==> config.mk <==
export PLATFORM = sky130hd
export DESIGN_NAME = seg7_scan_drv
export DESIGN_NICKNAME = d
export VERILOG_FILES = /design/src/rtl/seg7_scan_drv.sv
export SDC_FILE = /design/constraint.sdc
export NUM_CORES = 1
export LEC_CHECK = 0
export BUFFER_PORTS_ARGS = -buffer_cell sky130_fd_sc_hd__buf_2
export CAP_MARGIN = 20
export CORE_UTILIZATION = 55
export CTS_BUF_LIST = sky130_fd_sc_hd__clkbuf_16
export DETAILED_ROUTE_END_ITERATION = 10
export GPL_TIMING_DRIVEN = 0
export HOLD_SLACK_MARGIN = 0.1
export PLACE_DENSITY = 0.76
export SYNTH_ARGS = -nofsm -noshare
export SYNTH_HDL_FRONTEND = slang
export SYNTH_SLANG_ARGS = --single-unit
==> constraint.sdc <==
create_clock -name clk -period 5.14 [get_ports clk]
set_input_delay 0.771 -clock clk [delete_from_list [all_inputs] [get_ports clk]]
set_output_delay 0.771 -clock clk [all_outputs]
set_load 0.02 [all_outputs]
==> src/rtl/seg7_scan_drv.sv <==
// Four-digit multiplexed 7-segment driver: scan prescaler, digit rotator with dead time,
// hex decoder, optional leading-zero suppression, and frame-aligned double buffering.
module seg7_scan_drv #(
    parameter int unsigned SCAN_DIV  = 50000,
    parameter int unsigned BLANK_CYC = 2,
    parameter bit          ACT_LOW   = 1'b1
) (
    input  logic        clk,
    input  logic        rst_n,
    input  logic [15:0] din,
    input  logic        din_vld,
    input  logic [3:0]  dp_en,
    input  logic        blank_lz,
    output logic [7:0]  seg,
    output logic [3:0]  sel,
    output logic        upd_ack
);

    localparam int unsigned   CW      = (SCAN_DIV > 1) ? $clog2(SCAN_DIV) : 1;
    localparam logic [CW-1:0] DIV_MAX = CW'(SCAN_DIV - 1);
    localparam logic [CW-1:0] BLANK_V = CW'(BLANK_CYC);
    localparam logic [7:0]    SEG_OFF = ACT_LOW ? 8'hFF : 8'h00;
    localparam logic [3:0]    SEL_OFF = ACT_LOW ? 4'hF : 4'h0;

    logic [CW-1:0] div_cnt_q, div_cnt_d;
    logic [1:0]    dig_q, dig_d;
    logic [15:0]   disp_q, disp_d;
    logic [15:0]   pnd_q, pnd_d;
    logic          pnd_flag_q, pnd_flag_d;
    logic          upd_ack_q, upd_ack_d;
    logic [7:0]    seg_q, seg_d;
    logic [3:0]    sel_q, sel_d;

    logic          wrap;
    logic          frame_end;
    logic          in_dead;
    logic [3:0]    lz_mask;
    logic [3:0]    nib;
    logic          lit;
    logic [7:0]    seg_raw;
    logic [3:0]    sel_raw;

    function automatic logic [6:0] hex7(input logic [3:0] n);
        case (n)
            4'h0: hex7 = 7'h3F;
            4'h1: hex7 = 7'h06;
            4'h2: hex7 = 7'h5B;
            4'h3: hex7 = 7'h4F;
            4'h4: hex7 = 7'h66;
            4'h5: hex7 = 7'h6D;
            4'h6: hex7 = 7'h7D;
            4'h7: hex7 = 7'h07;
            4'h8: hex7 = 7'h7F;
            4'h9: hex7 = 7'h6F;
            4'hA: hex7 = 7'h77;
            4'hB: hex7 = 7'h7C;
            4'hC: hex7 = 7'h39;
            4'hD: hex7 = 7'h5E;
            4'hE: hex7 = 7'h79;
            default: hex7 = 7'h71;
        endcase
    endfunction

    assign wrap      = (div_cnt_q == DIV_MAX);
    assign frame_end = wrap && (dig_q == 2'd3);

    generate
        if (BLANK_CYC == 0) begin : g_no_dead
            assign in_dead = 1'b0;
        end else begin : g_dead
            assign in_dead = (div_cnt_q < BLANK_V);
        end
    endgenerate

    // lz_mask[k]: nibble k and all higher nibbles are zero; digit 0 is never suppressed.
    assign lz_mask[3] = (disp_q[15:12] == 4'h0);
    assign lz_mask[2] = lz_mask[3] && (disp_q[11:8] == 4'h0);
    assign lz_mask[1] = lz_mask[2] && (disp_q[7:4] == 4'h0);
    assign lz_mask[0] = 1'b0;

    // din_vld is a strobe with no back-pressure: every asserted cycle is accepted into
    // pnd (last one wins) and is only promoted to disp at a later frame boundary.
    always_comb begin
        div_cnt_d  = wrap ? '0 : div_cnt_q + CW'(1);
        dig_d      = wrap ? dig_q + 2'd1 : dig_q;
        pnd_d      = din_vld ? din : pnd_q;
        disp_d     = disp_q;
        pnd_flag_d = pnd_flag_q;
        upd_ack_d  = 1'b0;
        if (frame_end && pnd_flag_q) begin
            disp_d     = pnd_q;
            pnd_flag_d = 1'b0;
            upd_ack_d  = 1'b1;
        end
        if (din_vld) begin
            pnd_flag_d = 1'b1;
        end
    end

    always_comb begin
        nib     = disp_q[{dig_q, 2'b00} +: 4];
        lit     = !in_dead && !(blank_lz && lz_mask[dig_q]);
        seg_raw = 8'h00;
        sel_raw = 4'h0;
        if (lit) begin
            seg_raw = {dp_en[dig_q], hex7(nib)};
            sel_raw = 4'b0001 << dig_q;
        end
        seg_d = seg_raw ^ SEG_OFF;
        sel_d = sel_raw ^ SEL_OFF;
    end

    always_ff @(posedge clk or negedge rst_n) begin
        if (!rst_n) begin
            div_cnt_q  <= '0;
            dig_q      <= 2'd0;
            disp_q     <= 16'h0000;
            pnd_q      <= 16'h0000;
            pnd_flag_q <= 1'b0;
            upd_ack_q  <= 1'b0;
            seg_q      <= SEG_OFF;
            sel_q      <= SEL_OFF;
        end else begin
            div_cnt_q  <= div_cnt_d;
            dig_q      <= dig_d;
            disp_q     <= disp_d;
            pnd_q      <= pnd_d;
            pnd_flag_q <= pnd_flag_d;
            upd_ack_q  <= upd_ack_d;
            seg_q      <= seg_d;
            sel_q      <= sel_d;
        end
    end

    assign seg     = seg_q;
    assign sel     = sel_q;
    assign upd_ack = upd_ack_q;

endmodule

Yosys cells after proc, flatten, opt, wreduce, memory -nomap -nowiden
Memory sizes are Yosys's and may differ from the RTL's.
Index checks and enable logic that the tools add are counted.
W data, S select, Z words.
{"block": "classes", "n_bitwise": 2, "n_mux": 10, "reduce_logical": 12, "shift": 2, "n_eq_ne": 2, "div": 0, "addsub": 2, "mul": 0, "n_lt_le_gt_ge": 2}
{"cell": "$add A16 B1 Y16 const B", "n": 1}
{"cell": "$eq A16 B16 Y1 const B", "n": 1}
{"cell": "$lt A16 B2 Y1 const B", "n": 1}
{"cell": "$mux W16", "n": 1}
{"cell": "$shiftx A16 B5 Y4", "n": 1}
{"cell": "$logic_not A4 Y1", "n": 3}
{"cell": "$mux W8", "n": 1}
{"cell": "$not A8 Y8", "n": 1}
{"cell": "$logic_and A1 B1 Y1", "n": 6}
{"cell": "$mux W1", "n": 5}
{"cell": "$bmux W1 S2", "n": 2}
{"cell": "$mux W4", "n": 1}
{"cell": "$not A4 Y4", "n": 1}
{"cell": "$shl A1 B2 Y4 const A", "n": 1}
{"cell": "$lt A2 B3 Y1 const B", "n": 1}
{"cell": "$add A2 B1 Y2 const B", "n": 1}
{"cell": "$eq A2 B2 Y1 const B", "n": 1}
{"cell": "$logic_not A1 Y1", "n": 2}
{"cell": "$reduce_bool A2 Y1", "n": 1}
{"block": "totals", "out_inout_bits": 13, "ramBits": 0, "latch_bits": 0, "romBits": 112, "n_memories": 1, "reg_bits": 64, "input_bits": 24}
{"memory": "(name not given)", "words": 16, "word_bits": 7, "rd": 1, "rd_ports_with_merged_regs": 0, "write_ports": 0, "line": "44", "rtl": "case (n)"}

Longest topological paths before layout
Gate-level depths: netlist (run 1).
{"block": "logic_depth", "word_depth": 10, "depth_mapped": 8, "mapped_depth_nobuf": 7}

Least setup slack after synthesis (run 1)
No wires, ideal clock.
{"block": "synth_path", "path_type": "reg-to-reg", "start": "register div_cnt_q[10]", "end": "register disp_q[10]", "path_buffers": 1, "synth_period_minus_slack_ns": 2.044, "setup_ns": 0.125, "path_stages_with_launch": 6, "slack_ns": 3.096, "t_arrival_ns": 1.919, "path_cell_list": "dfrtp_1 -> or4_4 -> nor4_4 -> nand4_4 -> buf_6 -> mux2_4"}
{"block": "synth_between", "elab_chain_cells": 3}
{"element": "start, declared", "line": "25", "rtl": "logic [CW-1:0] div_cnt_q, div_cnt_d;"}
{"element": "start signal, assigned", "line": "124", "rtl": "div_cnt_q <= div_cnt_d;"}
{"element": "$eq A16 B16 Y1", "line": "64", "rtl": "assign wrap = (div_cnt_q == DIV_MAX);"}
{"element": "$logic_and A1 B1 Y1", "line": "65", "rtl": "assign frame_end = wrap && (dig_q == 2'd3);"}
{"element": "$logic_and A1 B1 Y1", "line": "90", "rtl": "if (frame_end && pnd_flag_q) begin"}
{"element": "end signal, assigned", "line": "126", "rtl": "disp_q <= disp_d;"}
{"element": "end, declared", "line": "27", "rtl": "logic [15:0] disp_q, disp_d;"}
Every way passes these cells.
A chain may end at the register's enable or synchronous reset.

Final worst setup path (run 1)
{"block": "layout_path", "start": "register div_cnt_q[10]", "end": "register disp_q[9]"}
The elaborated chain is that of the path after synthesis.

==> results of run 1 <==
==> power groups by stage <==
stage          Clock, mW  Combinational [mW]  Sequential [mW]
6_report           0.613              0.0383            0.525
5_1_grt            0.649              0.0435            0.527
4_1_cts            0.625              0.0396            0.525
3_5_place_dp           0              0.0394            0.534
3_3_place_gp           0              0.0360            0.533
2_1_floorplan          0              0.0165            0.531
==> cells in the final DEF (no fill, tap or decap), drive strengths merged, types with 3 or more instances in the layout <==
cell type / n
buf: 39
clkbuf: 16
clkinv: 3
dfrtp: 52
dfstp: 12
ha: 11
inv: 12
mux2: 34
mux4: 5
nand2: 9
nand3: 18
nand4: 9
nor2: 14
nor2b: 3
nor3: 4
nor4: 8
o21ai: 4
or4: 3
xnor2: 9
xor2: 5
==> layer usage <==
layer | up-vias | track usage, %
met5 | - | 0
met4 | 0 | 10.0
met2 | 54 | 35.3
met3 | 8 | 5.75
li1 | 938 | -
met1 | 982 | 28.6
==> state kept, by name, indices dropped and copies added (netlist names) <==
signal	count
disp_q	16
seg	8
pnd_q	16
div_cnt_q	16
dig_q	2
sel	4
upd_ack	1
pnd_flag_q	1
==> path summary, 6_finish.rpt <==
path	end	depth (start not counted)
worst max register to register	disp_q[9]	5
worst min register to register	disp_q[12]	1
max in group asynchronous	disp_q[10]	2
worst min-delay path	div_cnt_q[14]	1
min in group clk	disp_q[12]	1
worst max-delay path	disp_q[9]	5
==> cell type report <==
type                    count  area (µm²)  area share [%]
flip-flops and latches     64        1620            44.8
plain buffers              10        47.5            1.32
multi-input cells         154        1320            36.5
inverters                  10        37.5            1.04
well taps                  70        87.6            2.43
clock buffers               9         225            6.25
repair buffers             36         195            5.41
clock inverters             7        78.8            2.19
==> critical path, cell delays in order, from the launching register on <==
cell and delay [ps]:
dfrtp_1 440, or4_4 570, nor4_4 380, nand4_4 250, buf_6 230, mux2_4 300
==> stage by stage <==
step | hold slack [ps] | power (mW) | instance area, µm² | setup WS, ps
after detailed placement | 493 | 0.573 | 3300 | 2860
final | 493 | 1.18 | 3610 | 2850
after global routing | 512 | 1.22 | 3610 | 2740
after floorplan | 455 | 0.548 | 3020 | 3100
after global placement | 486 | 0.569 | 3280 | 2910
after CTS | 502 | 1.19 | 3610 | 2830
==> logic make-up (layout without fill, tap and decap cells) <==
group           Yosys count  in the layout  synth area share [%]
flops                    64             64                  53.5
compound gates           12             12                  2.49
xor+xnor                 14             14                  4.06
simple gates             76             76                  14.2
mux                      41             41                  18.3
fa+ha+maj                11             11                  4.56
buf+inv                  20             72                  2.82
==> impl_metrics.env, run 1 <==
export IMPL_status="finished clean"
export IMPL_pwr_share_seq_pct=44.7
export IMPL_grt_first_pass_wirelength_um=9820
export IMPL_ios=37
export IMPL_cts_setup_buffers=0
export IMPL_synth_top_area_share_pct=43.1
export IMPL_die_x_um=76.1
export IMPL_dp_hpwl_um=3890
export IMPL_fin_util_pct=69.3
export IMPL_fp_row_count=26
export IMPL_yosys_top_cells_area="dfrtp_1, dfstp_2, mux2_2"
export IMPL_cp_required_ps=5340
export IMPL_cts_made_buffers=9
export IMPL_cts_tree="yes"
export IMPL_yosys_register_bits=64
export IMPL_drt_wirelength_per_cell_um=15.5
export IMPL_diodes=0
export IMPL_yosys_warnings=0
export IMPL_synth_most_common_cell="dfrtp_1"
export IMPL_syn_instance_count=238
export IMPL_die_area_mm2=0.00579
export IMPL_ys_seq_area_share_pct=53.5
export IMPL_gp_congestion=0.838
export IMPL_power_frac_comb_pct=3.3
export IMPL_power_per_cell_area_mw_per_mm2=326
export IMPL_finalSetupViolCount=0
export IMPL_drtIter0Drc=161
export IMPL_fin_crit_sh_pct=44.6
export IMPL_clkTransAtPathRegs_ps=50
export IMPL_clock_power_share_pct=52.1
export IMPL_fin_crit_ps=2290
export IMPL_initial_core_util_pct=58.0
export IMPL_grt_max_degree=35
export IMPL_post_route_drc_count=0
export IMPL_ctsResizeCount=0
export IMPL_tightest_slew_ps=688
export IMPL_root_buffer="clkbuf_16"
export IMPL_area_growth_pct=19.4
export IMPL_synth_flop_cell="dfrtp_1"
export IMPL_syn_num_nets=273
export IMPL_worstPathArrival_ps=2490
export IMPL_antenna_found_initial=0
export IMPL_worst_setup_path_type="reg -> reg"
export IMPL_max_freq_mhz=437
export IMPL_synth_common_cells="dfrtp_1, mux2_2, nand3_1"
export IMPL_maxSlewViolCount=0
export IMPL_reg2reg_slack_ps=2850
export IMPL_vias_per_cell=5.51
export IMPL_nets=320
export IMPL_ys_types=34
export IMPL_synthArstFlopShare_pct=100
export IMPL_die_y_um=76.1
export IMPL_finalNonFillerCells=360
export IMPL_core_area_mm2=0.00520
export IMPL_r2r_start="div_cnt_q[10]"
export IMPL_vdd_ir_drop_max_mv=0.239
export IMPL_n_fill_cell=371
export IMPL_dr_pass1_iters=4
export IMPL_crit_fanout=10
export IMPL_relSlewSlack_pct=54.1
export IMPL_worstSetupStartpointType="flop"
export IMPL_internal_power_mw=0.954
export IMPL_htreeDepth=3
export IMPL_endpoint_kind="flop"
export IMPL_cts_hold_buffers=0
export IMPL_synth_edf_count=0
export IMPL_grt_pass1_vias=2056
export IMPL_ant_nets=0
export IMPL_crit_start="div_cnt_q[10]"
export IMPL_hold_viol=0
export IMPL_hold_path_class="in -> async"
export IMPL_portBuffers=35
export IMPL_p_leak_nw=1.69
export IMPL_rsz0062_at_grt="no"
export IMPL_final_layout_size_suffix_gt1_share_pct=36.2
export IMPL_avgSynthCellArea_um2=12.7
export IMPL_clock_skew_ps=4.36
export IMPL_fin_setup_tns_ps=0
export IMPL_top_layer_used="met4"
export IMPL_routed_wl_met2_um=2760
export IMPL_cts_sinks=64
export IMPL_routed_wl_met3_um=254
export IMPL_clock_path_buffers=2
export IMPL_grt_overflow=0
export IMPL_wl_um=5590
export IMPL_clk_insertion_delay_late_ps=320
export IMPL_swShare_pct=18.9
export IMPL_wl_met1_um=2490
export IMPL_p_sw_mw=0.223
export IMPL_vias=1982
export IMPL_dp_cells=344
export IMPL_synth_top_area_cell="dfrtp_1"
export IMPL_cap_violations=0
export IMPL_grt_usage_pct=22.1
export IMPL_syn_area_mm2=0.00302
Note: power is estimated with default switching activity, not from simulation.
==> run 2, diff against run 1 <==
==> constraint.sdc (replaced) <==
create_clock -name clk -period 2.3 [get_ports clk]
set_input_delay 0.345 -clock clk [delete_from_list [all_inputs] [get_ports clk]]
set_output_delay 0.345 -clock clk [all_outputs]
set_load 0.02 [all_outputs]
==> run 2 against run 1 <==
Effect of this change: clock-buffer cell count did not move; worst setup slack got worse by 2700 ps; worst hold slack got worse by 240 ps; critical path depth rose by 1; register-to-register slack got worse by 2700 ps; first-iteration DRC count rose by 9.3%; critical path type unchanged; critical endpoint unchanged.
==> impl_metrics.env, run 2 (same netlist as run 1, synthesis figures left out) <==
export IMPL_status="finished clean"
export IMPL_cts_tree="yes"
export IMPL_htreeDepth=3
export IMPL_die_x_um=76.1
export IMPL_initial_core_util_pct=58.0
export IMPL_dp_cells=344
export IMPL_grt_use_met2_pct=35.7
export IMPL_power_per_cell_area_mw_per_mm2=715
export IMPL_post_place_ws_ps=23.1
export IMPL_nets=327
export IMPL_diodes=0
export IMPL_hold_path_class="in -> reg"
export IMPL_core_area_mm2=0.00520
export IMPL_grt_usage_pct=22.2
export IMPL_worstSetupStartpointType="flop"
export IMPL_crit_start="div_cnt_q[10]"
export IMPL_vdd_ir_drop_max_mv=0.551
export IMPL_root_buffer="clkbuf_16"
export IMPL_clkTransAtPathRegs_ps=50
export IMPL_dp_hpwl_um=3890
export IMPL_post_route_drc_count=0
export IMPL_final_common_cell="dfrtp_1"
export IMPL_wl_um=5680
export IMPL_slowest_delay_ps=570
export IMPL_drt_wirelength_per_cell_um=15.5
export IMPL_cts_made_buffers=9
export IMPL_finalSetupViolCount=0
export IMPL_n_fill_cell=365
export IMPL_die_area_mm2=0.00579
export IMPL_drtIter0Drc=176
export IMPL_met3_usage_pct=5.75
export IMPL_cap_violations=0
export IMPL_dr_pass1_iters=4
export IMPL_cp_required_ps=2500
export IMPL_reg2reg_slack_ps=110
export IMPL_met1_usage_pct=28.6
export IMPL_ant_nets=0
export IMPL_die_y_um=76.1
export IMPL_hp_start="din[2]"
export IMPL_top_regs="disp_q: 16 flops, div_cnt_q: 16 flops, pnd_q: 16 flops"
export IMPL_area_growth_pct=21.8
export IMPL_fp_row_count=26
export IMPL_rsz0062_at_grt="no"
export IMPL_holdWs_ps=256
export IMPL_grt_overflow=0
export IMPL_worst_setup_path_type="reg -> reg"
export IMPL_relSlewSlack_pct=53.8
export IMPL_clk_insertion_delay_late_ps=320
export IMPL_antenna_found_initial=0
export IMPL_fin_crit_ps=2190
export IMPL_final_layout_size_suffix_gt1_share_pct=37.7
export IMPL_hold_viol=0
export IMPL_worstPathArrival_ps=2400
export IMPL_grt_first_pass_wirelength_um=9870
export IMPL_r2r_start="div_cnt_q[10]"
export IMPL_crit_chain="or4_4 > nor4_4 > buf_4 > nand4_4 > buf_12 > mux2_4"
export IMPL_vias=2005
export IMPL_clock_path_buffers=2
export IMPL_clock_skew_ps=3.47
export IMPL_portBuffers=35
export IMPL_tightest_slew_ps=693
export IMPL_endpoint_kind="flop"
export IMPL_final_cell_mix="dfrtp_1, buf_2, mux2_2"
export IMPL_busiest_layer="met2"
export IMPL_vias_per_cell=5.46
export IMPL_max_freq_mhz=456
export IMPL_finalNonFillerCells=367
export IMPL_gp_congestion=0.838
export IMPL_grt_pass1_vias=2065
export IMPL_cts_sinks=64
export IMPL_crit_fanout=10
export IMPL_maxSlewViolCount=0
export IMPL_crit_slowest_cell="or4_4"
export IMPL_grt_max_degree=35
export IMPL_fin_ws_ps=107
export IMPL_ios=37
export IMPL_fin_setup_tns_ps=0
export IMPL_p_leak_nw=1.72
export IMPL_fin_crit_sh_pct=95.4
run 2: cell types whose count changed in the layout (fill, tap and decap cells not counted), sizes merged:
cell	previous run	this run
buf	39	44
clkbuf	16	17
dlygate4sd3	0	1
run 2: path summary, 6_finish.rpt:
check / endpoint / cells past startpoint
max: disp_q[9] / 6
min: pnd_q[2] / 2
max reg2reg: disp_q[9] / 6
min reg2reg: disp_q[12] / 1
max in group asynchronous: disp_q[10] / 3
min in group asynchronous: div_cnt_q[14] / 2
run 2: routing by layer:
layer	share of wire (%)	routed length, µm
met5	0	0
met4	1.2	70
met3	4.5	253
met2	49	2810
met1	45	2550
run 2: critical path: cells and delay by family, from the launching register on:
family        cells  cell delay [ps]
buf+inv           2              380
flops             1              440
mux               1              290
simple gates      3              960
run 2: stage by stage:
stage,util (%),power (mW),cell area [µm²]
5_1_grt,70.6,2.72,3680
3_5_place_dp,63.4,1.28,3300
2_1_floorplan,-,1.22,3020
6_report,70.6,2.63,3680
4_1_cts,69.8,2.66,3630
3_3_place_gp,63.1,1.27,3280
run 2: area by class of cell:
class	instances	area (µm²)	share of cell area (%)
plain buffers	10	58.8	1.60
clock inverters	7	78.8	2.14
well taps	70	87.6	2.38
inverters	10	37.5	1.02
flip-flops and latches	64	1620	44.0
multi-input cells	154	1320	36.0
clock buffers	9	225	6.12
repair buffers	43	250	6.81
run 2: timing repair:
item / CTS / global route
hold endpoints to repair: 18 / 0
setup buffers: 2 / 4
gates resized for setup: 0 / 4
setup endpoints to repair: 10 / 11
hold buffers: 1 / 0
pin swaps: 1 / 0
run 2: where the power goes:
| part | total, mW | internal [mW] | switching [mW] |
|---|---|---|---|
| combinational | 0.0870 | 0.0458 | 0.0412 |
| clock | 1.37 | 0.927 | 0.440 |
| sequential | 1.17 | 1.16 | 0.0154 |
==> run 3, diff against run 2 <==
--- a/config.mk
+++ b/config.mk
@@ -7,12 +7,11 @@
 export LEC_CHECK = 0
 export BUFFER_PORTS_ARGS = -buffer_cell sky130_fd_sc_hd__buf_2
 export CAP_MARGIN = 20
-export CORE_UTILIZATION = 55
+export CORE_UTILIZATION = 35
 export CTS_BUF_LIST = sky130_fd_sc_hd__clkbuf_16
 export DETAILED_ROUTE_END_ITERATION = 10
 export GPL_TIMING_DRIVEN = 0
 export HOLD_SLACK_MARGIN = 0.1
-export PLACE_DENSITY = 0.76
 export SYNTH_ARGS = -nofsm -noshare
 export SYNTH_HDL_FRONTEND = slang
 export SYNTH_SLANG_ARGS = --single-unit
==> run 3 against run 2 <==
Effect of this change: maximum frequency is 1.2% lower; non-clock buffer count is 1 lower; register-to-register slack worse by 30 ps; worst setup slack worse by 26 ps; global-route usage is 7.8 points lower; first-iteration DRC count is 84% lower; core utilization is 26 points lower; largest cell class unchanged.
==> impl_metrics.env, run 3 (same netlist as run 1, synthesis figures left out) <==
export IMPL_power_per_cell_area_mw_per_mm2=727
export IMPL_crit_start="div_cnt_q[10]"
export IMPL_root_buffer="clkbuf_16"
export IMPL_hold_path_class="in -> reg"
export IMPL_hp_start="din[5]"
export IMPL_die_y_um=94.9
export IMPL_grt_use_met2_pct=21.0
export IMPL_grt_first_pass_wirelength_um=9560
export IMPL_area_growth_pct=23.4
export IMPL_cp_required_ps=2520
export IMPL_post_route_drc_count=0
export IMPL_final_cell_area_mm2=0.00373
export IMPL_worstSetupStartpointType="flop"
export IMPL_cap_violations=0
export IMPL_ios=37
export IMPL_grt_max_degree=40
export IMPL_clk_insertion_delay_late_ps=330
export IMPL_grt_overflow=0
export IMPL_initial_core_util_pct=36.4
export IMPL_crit_fanout=10
export IMPL_antenna_found_initial=0
export IMPL_clkTransAtPathRegs_ps=60
export IMPL_n_fill_cell=788
export IMPL_fp_row_count=33
export IMPL_placed_cell_area_mm2=0.00335
export IMPL_portBuffers=35
export IMPL_fin_crit_sh_pct=96.5
export IMPL_crit_slowest_cell="or4_4"
export IMPL_crit_chain="or4_4 > nor4_4 > buf_4 > nand4_4 > buf_8 > mux2_4"
export IMPL_nets=326
export IMPL_endpoint_kind="flop"
export IMPL_vias_per_cell=4.90
export IMPL_holdWs_ps=240
export IMPL_diodes=0
export IMPL_max_freq_mhz=450
export IMPL_worst_setup_path_type="reg -> reg"
export IMPL_multi_input_area_mm2=0.00132
export IMPL_tightest_slew_ps=609
export IMPL_final_common_cell="dfrtp_1"
export IMPL_die_x_um=94.9
export IMPL_clock_skew_ps=6.19
export IMPL_maxSlewViolCount=0
export IMPL_grt_pass1_vias=1969
export IMPL_status="finished clean"
export IMPL_cp_top_family="simple AND/OR/NAND/NOR gates"
export IMPL_regArea_mm2=0.00162
export IMPL_worst_path_buf_inv=2
export IMPL_worstPathArrival_ps=2440
export IMPL_vdd_ir_drop_max_mv=0.445
export IMPL_die_area_mm2=0.00900
export IMPL_fin_crit_ps=2220
export IMPL_finalSetupViolCount=0
export IMPL_busiest_layer="met2"
export IMPL_gp_congestion=0.771
export IMPL_vias=1966
export IMPL_final_layout_size_suffix_gt1_share_pct=38.9
export IMPL_dp_hpwl_um=4030
export IMPL_met1_usage_pct=19.0
export IMPL_slowest_delay_ps=570
export IMPL_clock_path_buffers=2
export IMPL_met3_usage_pct=6.04
export IMPL_drt_wirelength_per_cell_um=14.2
export IMPL_ant_nets=0
export IMPL_cts_tree="yes"
export IMPL_grt_usage_pct=14.4
export IMPL_dr_pass1_iters=5
export IMPL_top_regs="disp_q: 16 flops, div_cnt_q: 16 flops, pnd_q: 16 flops"
export IMPL_p_leak_nw=1.71
export IMPL_reg2reg_slack_ps=80
export IMPL_cts_made_buffers=9
export IMPL_final_cell_mix="dfrtp_1, buf_2, mux2_2"
export IMPL_r2r_start="div_cnt_q[10]"
export IMPL_core_area_mm2=0.00830
export IMPL_drtIter0Drc=29
export IMPL_cts_sinks=64
export IMPL_relSlewSlack_pct=59.4
export IMPL_htreeDepth=3
export IMPL_hold_viol=0
export IMPL_wl_um=5700
-- run 3: cell types whose count changed in the layout (fill, tap and decap cells not counted), moves of 2 or more --
cell	previous run	this run
clkinv_1	3	1
clkinv_4	0	2
clkinvlp_4	0	2
inv_1	12	10
-- run 3: power breakdown --
| part | total, mW | switching [mW] | internal, mW |
|---|---|---|---|
| sequential | 1.17 | 0.0148 | 1.16 |
| combinational | 0.0866 | 0.0407 | 0.0458 |
| clock | 1.45 | 0.504 | 0.947 |
-- run 3: final cells by class --
class,instances,area share [%]
clock buffers,9,6.04
inverters,10,1.01
repair buffers,42,6.51
well taps,105,3.53
flip-flops and latches,64,43.4
plain buffers,10,1.44
multi-input cells,154,35.5
clock inverters,7,2.59
-- run 3: path summary, 6_finish.rpt --
| check | to | cells after the start |
|---|---|---|
| worst max-delay path | disp_q[5] | 6 |
| worst min-delay path | pnd_q[5] | 2 |
| worst max register to register | disp_q[5] | 6 |
| worst min register to register | disp_q[13] | 1 |
| max in group asynchronous | sel[3] | 3 |
| min in group asynchronous | pnd_q[15] | 2 |
-- run 3: per-layer routing --
metal | share of wire [%] | wire [µm]
met1 | 48 | 2750
met2 | 44 | 2500
met3 | 6.1 | 347
met4 | 1.8 | 101
met5 | 0 | 0
-- run 3: timing repair --
item                                    4_1_cts  5_1_grt
endpoints found under the setup margin        0       11
setup buffers                                 0        5
resized for setup                             0        4
hold buffers                                  1        0
endpoints found under the hold margin        25        0
-- run 3: stage by stage --
stage               power (mW)  setup slack [ps]  setup TNS (ps)  std cells  utilization (%)
floorplan                 1.22               256               0        238                -
global placement          1.27              24.7               0        378             40.1
detailed placement        1.28              34.0               0        379             40.3
CTS                       2.75              20.2               0        396             44.3
global route              2.80             -11.5           -64.9        401             44.9
finish                    2.71              80.2               0        401             44.9
